## config.mk

```make
export PLATFORM = sky130hd
export DESIGN_NAME = mpu_multi_sensor_reader_flat
export DESIGN_NICKNAME = d
export VERILOG_FILES = /design/src/rtl/mpu_multi_sensor_reader_if.sv /design/src/rtl/mpu_multi_sensor_reader.sv /design/src/flat_wrapper.sv
export SDC_FILE = /design/constraint.sdc
export NUM_CORES = 1
export LEC_CHECK = 0
export ABC_AREA = 1
export CAP_MARGIN = 20
export CORE_UTILIZATION = 38
export DETAILED_ROUTE_END_ITERATION = 16
export HOLD_SLACK_MARGIN = 0.15
export PLACE_DENSITY = 0.58
export SLEW_MARGIN = 30
export SYNTH_ARGS = -nofsm -noshare
export SYNTH_HDL_FRONTEND = slang
export SYNTH_SLANG_ARGS = --single-unit
```

## constraint.sdc

```tcl
create_clock -name clk -period 5.05 [get_ports clk]
set_clock_uncertainty 0.1 [all_clocks]
set_input_delay 0.7575 -clock clk [delete_from_list [all_inputs] [get_ports clk]]
set_output_delay 0.7575 -clock clk [all_outputs]
set_load 0.03 [all_outputs]
```

## src/rtl/mpu_multi_sensor_reader_if.sv

```systemverilog
// Byte-level SPI transaction port shared by the MPU reader and its SPI engine.
//   spi_address   register address for the transaction
//   spi_wr_data   byte to write
//   spi_rd_wr_sel 1 = read, 0 = write
//   spi_start     one-cycle transaction request
//   spi_busy      transaction in progress
//   spi_rd_data   byte returned by the last read
interface mpu_multi_sensor_reader_if;
    logic [6:0] spi_address;
    logic [7:0] spi_wr_data;
    logic       spi_rd_wr_sel;
    logic       spi_start;
    logic       spi_busy;
    logic [7:0] spi_rd_data;

    modport master (
        output spi_address, spi_wr_data, spi_rd_wr_sel, spi_start,
        input  spi_busy, spi_rd_data
    );

    modport slave (
        input  spi_address, spi_wr_data, spi_rd_wr_sel, spi_start,
        output spi_busy, spi_rd_data
    );
endinterface

```

## src/rtl/mpu_multi_sensor_reader.sv

```systemverilog
// MPU9250 multi-channel poller: runs the init sequence, checks WHO_AM_I, then
// periodically burst-reads NUM_CH big-endian 16-bit registers from BASE_ADDR
// and publishes each complete frame atomically.
// Optional: define MPU_DRDY_POLL_EN to poll INT_STATUS (0x3A) bit0 before
// every burst.
// Ports:
//   clk, reset_n     clock, asynchronous active-low reset
//   spi              byte-level SPI transaction port (master side)
//   sensor_data      channel k at [16k+15:16k] as {high, low}
//   frame_valid      one-cycle pulse when sensor_data updates
//   frame_count      completed frames, wraps
//   arm_read_enable  ARM side may sample sensor_data
//   whoami           captured WHO_AM_I byte
//   id_error         sticky WHO_AM_I mismatch
module mpu_multi_sensor_reader #(
    parameter int unsigned NUM_CH      = 3,
    parameter logic [6:0]  BASE_ADDR   = 7'h3B,
    parameter logic [7:0]  EXPECT_ID   = 8'h71,
    parameter int unsigned IDLE_CYCLES = 1000000,
    parameter int unsigned READY_LEAD  = 1000
) (
    input  logic                         clk,
    input  logic                         reset_n,
    mpu_multi_sensor_reader_if.master    spi,
    output logic [16*NUM_CH-1:0]         sensor_data,
    output logic                         frame_valid,
    output logic [15:0]                  frame_count,
    output logic                         arm_read_enable,
    output logic [7:0]                   whoami,
    output logic                         id_error
);
    localparam int unsigned DW     = 16 * NUM_CH;
    localparam int unsigned NBYTES = 2 * NUM_CH;
    localparam int unsigned CNT_W  = (IDLE_CYCLES > 2) ? $clog2(IDLE_CYCLES) : 1;

    localparam logic [3:0] ST_INIT   = 4'd0;
    localparam logic [3:0] ST_WR_PWR = 4'd1;
    localparam logic [3:0] ST_RD_ID  = 4'd2;
    localparam logic [3:0] ST_WR_BYP = 4'd3;
    localparam logic [3:0] ST_FRAME  = 4'd4;
    localparam logic [3:0] ST_COMMIT = 4'd5;
    localparam logic [3:0] ST_IDLE   = 4'd6;
    localparam logic [3:0] ST_FAULT  = 4'd7;
`ifdef MPU_DRDY_POLL_EN
    localparam logic [3:0] ST_POLL      = 4'd8;
    localparam logic [3:0] ST_PRE_FRAME = ST_POLL;
`else
    localparam logic [3:0] ST_PRE_FRAME = ST_FRAME;
`endif

    localparam logic [1:0] PH_ISSUE = 2'd0;
    localparam logic [1:0] PH_ACK   = 2'd1;
    localparam logic [1:0] PH_DONE  = 2'd2;

    // Reject parameter sets whose burst would wrap the 7-bit address space.
    generate
        if (NUM_CH < 1 || NUM_CH > 7 || 32'(BASE_ADDR) + 2 * NUM_CH - 1 > 127 ||
            IDLE_CYCLES < READY_LEAD + 2) begin : g_bad_param
            $error("mpu_multi_sensor_reader: illegal parameter combination");
        end
    endgenerate

    logic [3:0]       state_q, state_d;
    logic [1:0]       phase_q, phase_d;
    logic [3:0]       byte_q, byte_d;
    logic [CNT_W-1:0] cnt_q, cnt_d;
    logic [DW-1:0]    shadow_q, shadow_d;
    logic [DW-1:0]    sensor_q, sensor_d;
    logic [6:0]       addr_q, addr_d;
    logic [7:0]       wdata_q, wdata_d;
    logic             sel_q, sel_d;
    logic             start_q, start_d;
    logic             fv_q, fv_d;
    logic [15:0]      fcount_q, fcount_d;
    logic             arm_q, arm_d;
    logic [7:0]       whoami_q, whoami_d;
    logic             id_err_q, id_err_d;

    logic             txn_en;
    logic [6:0]       txn_addr;
    logic [7:0]       txn_wdata;
    logic             txn_rd;
    logic             txn_done;

    // State and output registers.
    always_ff @(posedge clk or negedge reset_n) begin
        if (!reset_n) begin
            state_q  <= ST_INIT;
            phase_q  <= PH_ISSUE;
            byte_q   <= '0;
            cnt_q    <= '0;
            shadow_q <= '0;
            sensor_q <= '0;
            addr_q   <= '0;
            wdata_q  <= '0;
            sel_q    <= 1'b1;
            start_q  <= 1'b0;
            fv_q     <= 1'b0;
            fcount_q <= '0;
            arm_q    <= 1'b0;
            whoami_q <= '0;
            id_err_q <= 1'b0;
        end else begin
            state_q  <= state_d;
            phase_q  <= phase_d;
            byte_q   <= byte_d;
            cnt_q    <= cnt_d;
            shadow_q <= shadow_d;
            sensor_q <= sensor_d;
            addr_q   <= addr_d;
            wdata_q  <= wdata_d;
            sel_q    <= sel_d;
            start_q  <= start_d;
            fv_q     <= fv_d;
            fcount_q <= fcount_d;
            arm_q    <= arm_d;
            whoami_q <= whoami_d;
            id_err_q <= id_err_d;
        end
    end

    // Next-state: per-state transaction selection, shared handshake, then sequencing.
    always_comb begin
        state_d   = state_q;
        phase_d   = phase_q;
        byte_d    = byte_q;
        cnt_d     = cnt_q;
        shadow_d  = shadow_q;
        sensor_d  = sensor_q;
        addr_d    = addr_q;
        wdata_d   = wdata_q;
        sel_d     = sel_q;
        start_d   = 1'b0;
        fv_d      = 1'b0;
        fcount_d  = fcount_q;
        arm_d     = arm_q;
        whoami_d  = whoami_q;
        id_err_d  = id_err_q;
        txn_en    = 1'b0;
        txn_addr  = 7'h00;
        txn_wdata = 8'h00;
        txn_rd    = 1'b1;
        txn_done  = 1'b0;

        case (state_q)
            ST_WR_PWR: begin txn_en = 1'b1; txn_addr = 7'h6B; txn_wdata = 8'h00; txn_rd = 1'b0; end
            ST_RD_ID:  begin txn_en = 1'b1; txn_addr = 7'h75; end
            ST_WR_BYP: begin txn_en = 1'b1; txn_addr = 7'h37; txn_wdata = 8'h02; txn_rd = 1'b0; end
`ifdef MPU_DRDY_POLL_EN
            ST_POLL:   begin txn_en = 1'b1; txn_addr = 7'h3A; end
`endif
            ST_FRAME:  begin txn_en = 1'b1; txn_addr = BASE_ADDR + 7'(byte_q); end
            default: ;
        endcase

        // Address/data/sel are only loaded at issue, so they stay stable until done.
        if (txn_en) begin
            case (phase_q)
                PH_ISSUE: if (!spi.spi_busy) begin
                    addr_d  = txn_addr;
                    wdata_d = txn_wdata;
                    sel_d   = txn_rd;
                    start_d = 1'b1;
                    phase_d = PH_ACK;
                end
                PH_ACK:   if (spi.spi_busy) phase_d = PH_DONE;
                PH_DONE:  if (!spi.spi_busy) begin
                    txn_done = 1'b1;
                    phase_d  = PH_ISSUE;
                end
                default:  phase_d = PH_ISSUE;
            endcase
        end

        case (state_q)
            ST_INIT:   if (!spi.spi_busy) state_d = ST_WR_PWR;
            ST_WR_PWR: if (txn_done) state_d = ST_RD_ID;
            ST_RD_ID:  if (txn_done) begin
                whoami_d = spi.spi_rd_data;
                if (spi.spi_rd_data != EXPECT_ID) begin
                    id_err_d = 1'b1;
                    state_d  = ST_FAULT;
                end else begin
                    state_d = ST_WR_BYP;
                end
            end
            ST_WR_BYP: if (txn_done) state_d = ST_PRE_FRAME;
`ifdef MPU_DRDY_POLL_EN
            ST_POLL:   if (txn_done && spi.spi_rd_data[0]) state_d = ST_FRAME;
`endif
            ST_FRAME: begin
                if (phase_q == PH_ISSUE && !spi.spi_busy && byte_q == 4'd0) arm_d = 1'b0;
                if (txn_done) begin
                    // Even byte is the channel high byte, odd byte the low byte.
                    for (int unsigned k = 0; k < NUM_CH; k++) begin
                        if (byte_q[3:1] == 3'(k)) begin
                            if (byte_q[0]) shadow_d[16*k +: 8]     = spi.spi_rd_data;
                            else           shadow_d[16*k + 8 +: 8] = spi.spi_rd_data;
                        end
                    end
                    if (byte_q == 4'(NBYTES - 1)) begin
                        byte_d  = 4'd0;
                        state_d = ST_COMMIT;
                    end else begin
                        byte_d = byte_q + 4'd1;
                    end
                end
            end
            ST_COMMIT: begin
                sensor_d = shadow_q;
                fv_d     = 1'b1;
                fcount_d = fcount_q + 16'd1;
                cnt_d    = '0;
                state_d  = ST_IDLE;
            end
            ST_IDLE: begin
                if (cnt_q == CNT_W'(IDLE_CYCLES - READY_LEAD)) arm_d = 1'b1;
                if (cnt_q == CNT_W'(IDLE_CYCLES - 1)) state_d = ST_PRE_FRAME;
                else                                   cnt_d   = cnt_q + CNT_W'(1);
            end
            ST_FAULT: ;
            default:  state_d = ST_INIT;
        endcase
    end

    assign spi.spi_address   = addr_q;
    assign spi.spi_wr_data   = wdata_q;
    assign spi.spi_rd_wr_sel = sel_q;
    assign spi.spi_start     = start_q;
    assign sensor_data       = sensor_q;
    assign frame_valid       = fv_q;
    assign frame_count       = fcount_q;
    assign arm_read_enable   = arm_q;
    assign whoami            = whoami_q;
    assign id_error          = id_err_q;
endmodule

```

## src/flat_wrapper.sv

```systemverilog
// flat-port wrapper written by rule: the top's interface ports become plain ports
module mpu_multi_sensor_reader_flat 
#(
    parameter int unsigned NUM_CH      = 3,
    parameter logic [6:0]  BASE_ADDR   = 7'h3B,
    parameter logic [7:0]  EXPECT_ID   = 8'h71,
    parameter int unsigned IDLE_CYCLES = 1000000,
    parameter int unsigned READY_LEAD  = 1000
)
  (clk, reset_n, sensor_data, frame_valid, frame_count, arm_read_enable, whoami, id_error, spi_spi_address, spi_spi_wr_data, spi_spi_rd_wr_sel, spi_spi_start, spi_spi_busy, spi_spi_rd_data);
  mpu_multi_sensor_reader_if spi_i ();
  input  logic clk;
  input  logic reset_n;
  output logic [16*NUM_CH-1:0] sensor_data;
  output logic frame_valid;
  output logic [15:0] frame_count;
  output logic arm_read_enable;
  output logic [7:0] whoami;
  output logic id_error;
  output wire logic [$bits(spi_i.spi_address)-1:0] spi_spi_address;
  output wire logic [$bits(spi_i.spi_wr_data)-1:0] spi_spi_wr_data;
  output wire logic [$bits(spi_i.spi_rd_wr_sel)-1:0] spi_spi_rd_wr_sel;
  output wire logic [$bits(spi_i.spi_start)-1:0] spi_spi_start;
  input wire logic [$bits(spi_i.spi_busy)-1:0] spi_spi_busy;
  input wire logic [$bits(spi_i.spi_rd_data)-1:0] spi_spi_rd_data;
  assign spi_spi_address = spi_i.spi_address;
  assign spi_spi_wr_data = spi_i.spi_wr_data;
  assign spi_spi_rd_wr_sel = spi_i.spi_rd_wr_sel;
  assign spi_spi_start = spi_i.spi_start;
  assign spi_i.spi_busy = spi_spi_busy;
  assign spi_i.spi_rd_data = spi_spi_rd_data;
  mpu_multi_sensor_reader #(.NUM_CH(NUM_CH), .BASE_ADDR(BASE_ADDR), .EXPECT_ID(EXPECT_ID), .IDLE_CYCLES(IDLE_CYCLES), .READY_LEAD(READY_LEAD)) u_core (.clk(clk), .reset_n(reset_n), .spi(spi_i), .sensor_data(sensor_data), .frame_valid(frame_valid), .frame_count(frame_count), .arm_read_enable(arm_read_enable), .whoami(whoami), .id_error(id_error));
endmodule
```

# --- After elaboration in Yosys (flattened, before gate mapping) ---
# Index checks and enable logic that the tools add are counted.
totals:
  ff_bits: 170
  out_inout_bits: 92
  elab_cells: 109
op_classes:
  n_addsub: 4
  eq_ne: 28
  mux: 29
  bitwise_logic: 3
  n_reduce_logical: 25
ops:
  columns: ["op", "count"]
  rows:
  - ["$eq A20 B20 Y1 const B", 2]
  - ["$pmux W20 S2", 1]
  - ["$mux W4", 8]
  - ["$pmux W4 S8", 1]
  - ["$pmux W7 S4", 1]
  - ["$reduce_and A4 Y1", 7]
  - ["$add A20 B1 Y20 const B", 1]
  - ["$eq A4 B3 Y1 const B", 5]
  - ["$mux W20", 1]
  - ["$add A16 B1 Y16 const B", 1]
  - ["$ne A2 B1 Y1 const B", 8]
  - ["$mux W1", 10]
  - ["$ne A2 B2 Y1 const B", 5]
  - ["$reduce_and A3 Y1", 3]
  - ["$eq A4 B2 Y1 const B", 2]
  - ["$logic_not A4 Y1", 2]
  - ["$mux W2", 4]
  - ["$ne A8 B7 Y1 const B", 1]
  - ["$reduce_and A8 Y1", 1]
  - ["$add A6 B4 Y7 const A", 1]
  - ["$pmux W2 S3", 1]
  - ["$reduce_and A2 Y1", 3]
  - ["$add A4 B1 Y4 const B", 1]
  - ["$eq A4 B1 Y1 const B", 1]
  - ["14 further kinds", 18]

# --- Longest topological paths before layout ---
# Gate-level depths: netlist of the first run.
depth:
  depth_word: 6
  mapped_depth: 10
  mapped_depth_nobuf: 10

# --- Least setup slack after synthesis of the first run ---
# No wires, ideal clock.
synth_timing:
  path_kind: "input to register"
  startpoint: "input spi_spi_busy"
  endpoint: "register u_core.shadow_q[24]"
  setup_ns: 0.126
  t_arrival_ns: 1.771
  slack_ns: 3.053
  path_stages: 7
  path_buffers: 1
  cell_sequence: "inv_1 -> nand3_1 -> nor2_4 -> nand2_4 -> nor3_4 -> buf_6 -> o21ai_0"
synth_between:
  elab_chain_len: 4
synth_rtl:
  columns: ["item", "line", "rtl"]
  rows:
  - ["start, declared", "flat_wrapper.sv:24", "input wire logic [$bits(spi_i.spi_busy)-1:0] spi_spi_busy;"]
  - ["$mux W1", "mpu_multi_sensor_reader.sv:167", "PH_DONE: if (!spi.spi_busy) begin"]
  - ["$mux W1", "mpu_multi_sensor_reader.sv:158", "case (phase_q)"]
  - ["$mux W1", "mpu_multi_sensor_reader.sv:157", "if (txn_en) begin"]
  - ["$reduce_and A4 Y1 (no source line)", null, null]
  - ["end signal, assigned", "mpu_multi_sensor_reader.sv:108", "shadow_q <= shadow_d;"]
  - ["end, declared", "mpu_multi_sensor_reader.sv:67", "logic [DW-1:0] shadow_q, shadow_d;"]
# Every way passes these cells.
# A chain may end at the register's enable or synchronous reset.

# --- Worst setup path in the final report of the first run ---
layout_timing:
  startpoint: "register u_core.fcount_q[2] (netlist: u_core.frame_count[2])"
  endpoint: "output frame_count[2]"
layout_rtl:
  columns: ["item", "line", "rtl"]
  rows:
  - ["start, declared", "mpu_multi_sensor_reader.sv:74", "logic [15:0] fcount_q, fcount_d;"]
  - ["start signal, assigned", "mpu_multi_sensor_reader.sv:115", "fcount_q <= fcount_d;"]
  - ["end, declared", "flat_wrapper.sv:16", "output logic [15:0] frame_count;"]
# No word-level cell between the ends.

==> flow_summary.toml, run 1 <==
[setup_path]
r2r-end = "u_core.cnt_q[18]$_DFFE_PN0P_"
launch_point_of_the_worst_reg_to_reg_path = "u_core.cnt_q[0]$_DFFE_PN0P_"
worstSetupPathType = "reg2out"
crit_family = "buffers and inverters"
critPathLaunchType = "flip-flop"
setup.worst_path.end = "frame_count[2]"
critPathCaptureType = "output port"
worst_ep_required_time_ns = 4.19
crit_path_cell_trace = "clkdlybuf4s50_1"
critPathBufInv = 1
setup.worst_path.start = "u_core.frame_count[2]$_DFFE_PN0P_"
critical_path_depth = 1
crit_slowest_cell = "clkdlybuf4s50_1"
reg2reg_setup_slack_ns = 2.74
worstPathMaxFanout = 7
crit_arrival_ns = 1.63
r2r.worst_path.cells = 6
crit_path_max_incr_delay_ns = 0.73

[cts]
hold_buffers_post_cts = 0
insertion_delay_ns = 0.42
clk_tree_root_cell = "clkbuf_16"
cts.reportedPaths.clkPinSlew_ns = 0.07
cts_buffers = 17
h-tree-depth = 4
cts_sinks = 162
tritoncts = "yes"
cts.path.max_buffers = 2
post_cts.resized_instances = 0
post_cts.repair.setup_buffers = 0

[floorplanning]
die_area_mm2 = 0.01970
initial_core_utilization = 0.3888
boundaryPins = 103
placement_rows = 50
fp.dieH_um = 140.3
core_area_mm2 = 0.01871
die-width_um = 140.3

[route]
drt_iter0_markers = 386
detail_route.drc_violations = 0
wl_per_cell_um = 14.58
wl_um = 17190
ant_nets = 0
detailroute.via_count = 5604
drt_first_pass_iters = 4
avgViaCountPerCell = 4.753

[synthesis]
yosysWarningCount = 0
yosysTopAreaCell = "dfrtp_1"
synth_area_leaders = "dfrtp_1 (55%), nand2_1 (14%), o21ai_0 (5.4%), inv_1 (3.9%), nor2_1 (3.1%)"
number_of_enable_type_register_cells_in_the_synthesized_netlist = 0
postSynthAreaPerCell_um2 = 8.648
synth.top_cells.by_count = "nand2_1 (276), dfrtp_1 (161), o21ai_0 (78)"
synth.top_cell.area_share = 0.5539
seq_area_frac_synth = 0.5575
synth.ff_latch_count = 162
synth.cell_area_mm2 = 0.007273
yosys.cell_count.top_type = "nand2_1"
synth_async_sr_flop_share = 1.000
syn-instance-count = 841
synth.lib_cells_used.distinct = 39
synth_ff_type = "dfrtp_1"

[timing]
final-hold-violation-count = 0
finalSetupViolations = 0
tightestPinTransition_ns = 0.7943
period_needed_ns = 2.485
setup_tns_final_ns = 0
drv_slew = 0
timing.max_slew.rel_slack = 0.4705
max_clk_rate_ghz = 0.4023
rsz0062_at_grt = "false"
post-route-period-util = 0.4922

[grt]
antenna_found_initial = 0
grt_max_degree = 99
grt_pass1_wl_um = 29010
grt_pass1_vias = 5478
grt.overflow.total = 0
grt_use_total = 0.1897

[power]
vdd.ir_drop.worst_mv = 0.3282
p_sw_frac = 0.4002
p_comb_frac = 0.369
clock_power_share = 0.248
power.density_mw_per_mm2 = 571.3
cellLeakagePower_nw = 4.242
internal_power_mw = 3.067
power_frac_seq = 0.383
switching_power_mw = 2.046

[placed_design]
gp_congestion = 0.8471
port_buffers = 95
place_inst = 1147
hpwlAfterDp_um = 11660

[layout]
num_antenna_cells = 0
final_layout_size_suffix_gt1_frac = 0.06455
areaGrowthSynthToFinish_pct = 23.07
nFillCells = 1853
design.final.nets = 951
number_of_standard_cells_in_the_layout_taps_in_and_fillers_out = 1179

[run]
timing.max_cap.violations = 0

[run_status]
outcome = "finished clean"

[min_path]
min-delay-path-class = "in2async"
## cell type report
cell class	count	area [um^2]	area share
flip-flops and latches	162	4055	0.4530
multi-input cells	574	2751	0.3074
repair buffers	98	977.2	0.1092
clock buffers	20	456.7	0.05102
inverters	79	296.5	0.03313
well taps	234	292.8	0.03271
clock inverters	12	121.4	0.01356
## cell families (layout without fill, tap and decap cells)
kind of cell / Yosys count / after routing / synth area share
simple gates: 418 / 418 / 0.2458
flops: 162 / 162 / 0.5575
compound gates: 117 / 117 / 0.08619
buf+inv: 111 / 209 / 0.06726
xor+xnor: 24 / 24 / 0.02890
fa+ha+maj: 8 / 8 / 0.01376
other cells: 1 / 7 / 0.0005156
## through the flow
step | util | power (mW) | worst slack (ns) | instance area, um^2 | hold WS (ns)
after detailed placement | 0.4475 | 3.889 | 2.252 | 8371 | 0.3561
final | 0.4785 | 5.114 | 2.565 | 8951 | 0.2945
after global placement | 0.4475 | 3.875 | 2.333 | 8371 | 0.3525
after CTS | 0.4784 | 5.175 | 2.551 | 8949 | 0.3731
after floorplan | - | 3.160 | 3.053 | 7296 | 0.3422
after global routing | 0.4785 | 5.443 | 2.470 | 8951 | 0.3910
## layout by cell type (no fill, tap or decap), types with 3 or more instances in the layout
| cell | n |
|---|---|
| a21oi_1 | 3 |
| a31oi_1 | 3 |
| buf_4 | 3 |
| clkbuf_16 | 17 |
| clkbuf_8 | 3 |
| clkdlybuf4s50_1 | 94 |
| clkinvlp_4 | 3 |
| conb_1 | 7 |
| dfrtp_1 | 161 |
| ha_1 | 8 |
| inv_1 | 76 |
| inv_2 | 3 |
| inv_6 | 4 |
| nand2_1 | 276 |
| nand3_1 | 38 |
| nand4_1 | 14 |
| nor2_1 | 61 |
| nor2_4 | 3 |
| nor3_1 | 9 |
| nor3_4 | 3 |
| o21ai_0 | 78 |
| o21ai_1 | 21 |
| o21ai_2 | 4 |
| o21bai_1 | 3 |
| xor2_1 | 22 |
## routing by layer
| layer | up-vias | track usage | routed length, um |
|---|---|---|---|
| met5 | - | 0 | 0 |
| met4 | 0 | 0.05726 | 195 |
| met3 | 12 | 0.03316 | 529 |
| met2 | 99 | 0.2916 | 7872 |
| met1 | 2641 | 0.2730 | 8591 |
| li1 | 2852 | - | - |
## state kept, by name, summed over array words and instances (netlist names)
name	cells
u_core.sensor_data	48
u_core.shadow_q	48
u_core.cnt_q	20
u_core.frame_count	16
u_core.whoami	8
u_core.spi.spi_address	7
u_core.byte_q	4
u_core.state_q	3
u_core.phase_q	2
u_core.arm_read_enable	1
u_core.frame_valid	1
u_core.id_error	1
u_core.spi.spi_rd_wr_sel	1
u_core.spi.spi_start	1
u_core.spi.spi_wr_data	1
## worst min path at each step
stage	start	endpoint	slack, ns	cells past startpoint
6_report	reset_n	u_core.frame_count[15]$_DFFE_PN0P_	0.29	1
5_1_grt	reset_n	u_core.frame_count[15]$_DFFE_PN0P_	0.39	1
4_1_cts	reset_n	u_core.frame_valid$_DFF_PN0_	0.37	1
3_5_place_dp	u_core.shadow_q[34]$_DFFE_PN0P_	u_core.sensor_data[34]$_DFFE_PN0P_	0.36	2
3_3_place_gp	u_core.shadow_q[7]$_DFFE_PN0P_	u_core.sensor_data[7]$_DFFE_PN0P_	0.35	2
2_1_floorplan	u_core.shadow_q[0]$_DFFE_PN0P_	u_core.sensor_data[0]$_DFFE_PN0P_	0.34	2
## power by group through the flow
| stage | Sequential, mW | Combinational, mW | Clock, mW |
|---|---|---|---|
| 4_1_cts | 1.97 | 1.92 | 1.29 |
| 3_3_place_gp | 1.99 | 1.89 | 0 |
| 6_report | 1.96 | 1.89 | 1.27 |
| 5_1_grt | 2.02 | 2.08 | 1.35 |
| 2_1_floorplan | 2.34 | 0.823 | 0 |
| 3_5_place_dp | 1.98 | 1.91 | 0 |
Note: power is estimated with default switching activity, not from simulation.
==> run 2, diff against run 1 <==
- clock period: 5.05 -> 2.5 ns (I/O delays scaled with it)
==> run 2 against run 1 <==
Sequential share of layout area fell by 0.81 points. Clock power increased by 110%. Count of clock-buffer cells in the layout fell by 2. Die area unchanged. Cell count grew 1.2%. Global-route usage fell by 0.36 points. Critical path depth grew 6. Flip-flop and latch count stayed put. Setup slack lost 2.2 ns. Combinational power is 110% higher. Non-clock buffer count up 15. Critical endpoint is now u_core.cnt_q[15]$_DFFE_PN0P_. Largest power group unchanged. Highest routed layer unchanged.
==> flow_summary.toml, run 2 (same netlist as run 1, synthesis figures left out) <==
[power]
cellLeakagePower_nw = 4.333
vdd.ir_drop.worst_mv = 0.5555
report.power.total_mw = 10.53
power.density_mw_per_mm2 = 1156

[setup_path]
worstPathMaxFanout = 12
reg2reg_setup_slack_ns = 0.37
crit_slowest_cell = "dfrtp_1"
crit_arrival_ns = 2.36
worst_ep_required_time_ns = 2.74
worstSetupPathType = "reg2reg"
crit_family = "simple AND/OR/NAND/NOR gates"
timing.critical_path.mode_cell = "nand3_1"
critPathBufInv = 0
critPathCaptureType = "flip-flop"
crit_path_cell_trace = "ha_1, nand3_1, nor2_1, nand3_1, nand2_2, nand2_1, o21ai_0"
crit_path_max_incr_delay_ns = 0.43
critPathLaunchType = "flip-flop"

[grt]
grt_pass1_vias = 5293
grt_pass1_wl_um = 28230
grt_use_total = 0.1861
antenna_found_initial = 0
grt.overflow.total = 0
grt_max_degree = 63

[floorplanning]
fp.dieH_um = 140.3
initial_core_utilization = 0.3888
placement_rows = 50
die_area_mm2 = 0.01970
boundaryPins = 103
core_area_mm2 = 0.01871
die-width_um = 140.3

[route]
detail_route.drc_violations = 0
drt_first_pass_iters = 5
detailroute.via_count = 5707
avgViaCountPerCell = 4.784
drt_iter0_markers = 363
wl_per_cell_um = 14.58
ant_nets = 0
wl_um = 17390

[cts]
cts_sinks = 162
tritoncts = "yes"
cts_buffers = 17
h-tree-depth = 4
post_cts.resized_instances = 0
insertion_delay_ns = 0.42
cts.path.max_buffers = 2
post_cts.repair.setup_buffers = 0
cts.reportedPaths.clkPinSlew_ns = 0.06
clk_tree_root_cell = "clkbuf_16"

[placed_design]
gp_congestion = 0.8499
placement.setup.worst_slack_ns = 0.2201
hpwlAfterDp_um = 12480
port_buffers = 95

[layout]
final_common_cell = "nand2_1"
layout.cells.most_common_list = "nand2_1 (276), dfrtp_1 (161), clkdlybuf4s50_1 (94)"
area.sequential_mm2 = 0.004055
multi_input_logic_area_mm2 = 0.002751
num_antenna_cells = 0
final_layout_size_suffix_gt1_frac = 0.07821
fin_util = 0.4872
design.final.nets = 966
areaGrowthSynthToFinish_pct = 25.31
nFillCells = 1818

[timing]
setup_tns_final_ns = 0
finalSetupViolations = 0
drv_slew = 0
max_clk_rate_ghz = 0.4703
period_needed_ns = 2.126
rsz0062_at_grt = "false"
post-route-period-util = 0.8505
tightestPinTransition_ns = 0.5141
final-hold-violation-count = 0
final_critical_path_setup_slack_ns = 0.3738
timing.max_slew.rel_slack = 0.6573

[run]
timing.max_cap.violations = 0

[run_status]
outcome = "finished clean"

[min_path]
min-delay-path-class = "in2async"
==> run 2: cell count changes in the layout (fill, tap and decap cells not counted) <==
cell           previous run  this run
buf_4                     3        14
buf_12                    0         3
clkbuf_8                  3         1
clkinv_4                  2         4
inv_6                     4         2
buf_6                     0         1
bufinv_16                 1         2
clkbuf_1                  1         0
dlygate4sd3_1             0         1
==> run 2: routing by layer <==
| layer | vias up | part of all wire | track usage |
|---|---|---|---|
| met5 | - | 0 | 0 |
| met4 | 0 | 0.013 | 0.06825 |
| met3 | 12 | 0.032 | 0.02906 |
| met2 | 121 | 0.47 | 0.2903 |
| met1 | 2699 | 0.48 | 0.2618 |
| li1 | 2875 | - | - |
==> run 2: path summary, 6_finish.rpt <==
kind | from | cells past startpoint | to
setup reg to reg | u_core.cnt_q[0]$_DFFE_PN0P_ | 7 | u_core.cnt_q[15]$_DFFE_PN0P_
hold reg to reg | u_core.shadow_q[37]$_DFFE_PN0P_ | 2 | u_core.sensor_data[37]$_DFFE_PN0P_
min in group clk | u_core.shadow_q[37]$_DFFE_PN0P_ | 2 | u_core.sensor_data[37]$_DFFE_PN0P_
hold / removal | reset_n | 2 | u_core.frame_count[12]$_DFFE_PN0P_
max in group asynchronous | reset_n | 3 | u_core.shadow_q[30]$_DFFE_PN0P_
setup / recovery | u_core.cnt_q[0]$_DFFE_PN0P_ | 7 | u_core.cnt_q[15]$_DFFE_PN0P_
==> run 2: timing repair <==
item | 4_1_cts | 5_1_grt
hold buffers | 1 | 0
endpoints found under the setup margin | 0 | 0
hold endpoints to repair | 48 | 0
==> run 2: per-stage QoR <==
step           area (um^2)  hold WS, ns  instances
2_1_floorplan         7296     -0.02059        847
3_3_place_gp          8513       0.2660       1161
3_5_place_dp          8513       0.2677       1161
4_1_cts               9114       0.3707       1193
5_1_grt               9114       0.3905       1193
6_report              9114       0.3609       1193
==> run 2: cell type report <==
cell class	count	area share
sequential	162	0.4449
multi-input combinational	574	0.3019
inverter	79	0.03254
clock inverter	13	0.01661
clock buffer	18	0.04819
timing repair buffer	113	0.1237
tap	234	0.03213
==> run 2: report_power, final <==
part	switching, mW	leakage [nW]	internal [mW]
logic	2.53	2.03	1.43
clock network	1.10	0.281	1.51
registers	0.545	2.03	3.42
total	4.17	4.33	6.36
==> run 2: worst reg2reg max path, delay by kind of cell, from the launching register on <==
family | cells | cell delay [ns]
AO/OA/AOI/OAI | 1 | 0.26
adder cells (fa/ha/maj) | 1 | 0.30
AND/OR/NAND/NOR | 5 | 0.95
flip-flops | 1 | 0.43
==> run 3, diff against run 2 <==
- SETUP_SLACK_MARGIN: default -> 0.15
==> run 3 against run 2 <==
Via count hardly changed. Design area hardly changed. Clock power barely moved. Register-to-register slack improved by 0.11 ns. Hold slack hardly changed. Cell count is the same. Combinational power about the same. Flip-flop and latch count is the same. Utilization hardly changed. Sequential share of layout area barely moved. Largest power group unchanged. Highest routed layer unchanged.
==> flow_summary.toml, run 3 (same netlist as run 1, synthesis figures left out) <==
[run_status]
outcome = "finished clean"

[cts]
tritoncts = "yes"
insertion_delay_ns = 0.42
cts_buffers = 17
post_cts.repair.setup_buffers = 0
clk_tree_root_cell = "clkbuf_16"
h-tree-depth = 4
cts.path.max_buffers = 2
cts_sinks = 162
cts.reportedPaths.clkPinSlew_ns = 0.06

[layout]
final_layout_size_suffix_gt1_frac = 0.07925
layout.cells.most_common_list = "nand2_1 (275), dfrtp_1 (161), clkdlybuf4s50_1 (94)"
nFillCells = 1819
design.final.nets = 966
num_antenna_cells = 0
final_common_cell = "nand2_1"
areaGrowthSynthToFinish_pct = 25.34

[route]
drt_first_pass_iters = 5
wl_um = 17390
detailroute.via_count = 5705
drt_iter0_markers = 363
wl_per_cell_um = 14.58
detail_route.drc_violations = 0
avgViaCountPerCell = 4.782
ant_nets = 0

[setup_path]
crit_arrival_ns = 1.62
crit_slowest_cell = "clkdlybuf4s50_1"
critPathLaunchType = "flip-flop"
worst_ep_required_time_ns = 2.03
worstPathMaxFanout = 2
crit_family = "buffers and inverters"
critPathBufInv = 1
critPathCaptureType = "output port"
worstSetupPathType = "reg2out"
crit_path_max_incr_delay_ns = 0.66
crit_path_cell_trace = "clkdlybuf4s50_1"

[floorplanning]
core_area_mm2 = 0.01871
initial_core_utilization = 0.3888
boundaryPins = 103
die_area_mm2 = 0.01970
die-width_um = 140.3
fp.dieH_um = 140.3
placement_rows = 50

[timing]
timing.max_slew.rel_slack = 0.6573
finalSetupViolations = 0
setup_tns_final_ns = 0
post-route-period-util = 0.8373
max_clk_rate_ghz = 0.4777
rsz0062_at_grt = "false"
final-hold-violation-count = 0
drv_slew = 0
period_needed_ns = 2.093
tightestPinTransition_ns = 0.5141

[power]
cellLeakagePower_nw = 4.333
vdd.ir_drop.worst_mv = 0.5556
report.power.total_mw = 10.54
power.density_mw_per_mm2 = 1156

[grt]
grt.overflow.total = 0
grt_pass1_vias = 5293
grt_pass1_wl_um = 28230
grt_use_total = 0.1861
grt_max_degree = 63
antenna_found_initial = 0

[placed_design]
hpwlAfterDp_um = 12480
gp_congestion = 0.8499
port_buffers = 95

[min_path]
min-delay-path-class = "in2async"

[run]
timing.max_cap.violations = 0
run 3: cell types whose count changed in the layout (fill, tap and decap cells not counted):
cell     change
nand2_1      -1
nand2_2      +1
run 3: power breakdown:
part	switching, mW	leakage, nW	total (mW)	internal (mW)
combinational	2.53	2.03	3.96	1.43
clock	1.10	0.281	2.61	1.51
sequential	0.545	2.03	3.97	3.42
run 3: layout make-up:
cell class / count / area, um^2 / area share
clock inverters: 13 / 151.4 / 0.01661
flip-flops and latches: 162 / 4055 / 0.4448
clock buffers: 18 / 439.2 / 0.04817
well taps: 234 / 292.8 / 0.03212
inverters: 79 / 296.5 / 0.03253
multi-input cells: 574 / 2754 / 0.3021
repair buffers: 113 / 1127 / 0.1237
run 3: metal layers:
layer,GRT usage,routed length (um)
met5,0,0
met4,0.06825,229
met2,0.2903,8215
met3,0.02906,559
met1,0.2618,8385
run 3: worst paths after layout:
kind | from | endpoint | slack, ns | cells past startpoint
setup / recovery | u_core.spi.spi_rd_wr_sel$_DFFE_PN1P_ | spi_spi_rd_wr_sel | 0.41 | 1
hold / removal | reset_n | u_core.frame_count[12]$_DFFE_PN0P_ | 0.36 | 2
setup reg to reg | u_core.state_q[1]$_DFFE_PN0P_ | u_core.frame_count[15]$_DFFE_PN0P_ | 0.48 | 8
hold reg to reg | u_core.shadow_q[37]$_DFFE_PN0P_ | u_core.sensor_data[37]$_DFFE_PN0P_ | 0.37 | 2
max in group asynchronous | reset_n | u_core.shadow_q[30]$_DFFE_PN0P_ | 1.25 | 3
min in group clk | u_core.shadow_q[37]$_DFFE_PN0P_ | u_core.sensor_data[37]$_DFFE_PN0P_ | 0.37 | 2
run 3: timing repair:
| action | CTS | global route |
|---|---|---|
| endpoints found under the setup margin | 0 | 4 |
| hold buffers | 1 | 0 |
| hold endpoints to repair | 48 | 0 |
| resized for setup | 0 | 1 |
run 3: per-stage QoR:
step,instance area [um^2],cells,util,hold slack (ns),setup slack [ns]
3_5_place_dp,8513,1161,0.4551,0.2677,0.2201
4_1_cts,9114,1193,0.4872,0.3707,0.3543
2_1_floorplan,7296,847,-,-0.02059,0.6688
5_1_grt,9116,1193,0.4874,0.3905,0.2917
6_report,9116,1193,0.4874,0.3609,0.4067
3_3_place_gp,8513,1161,0.4551,0.2660,0.2667
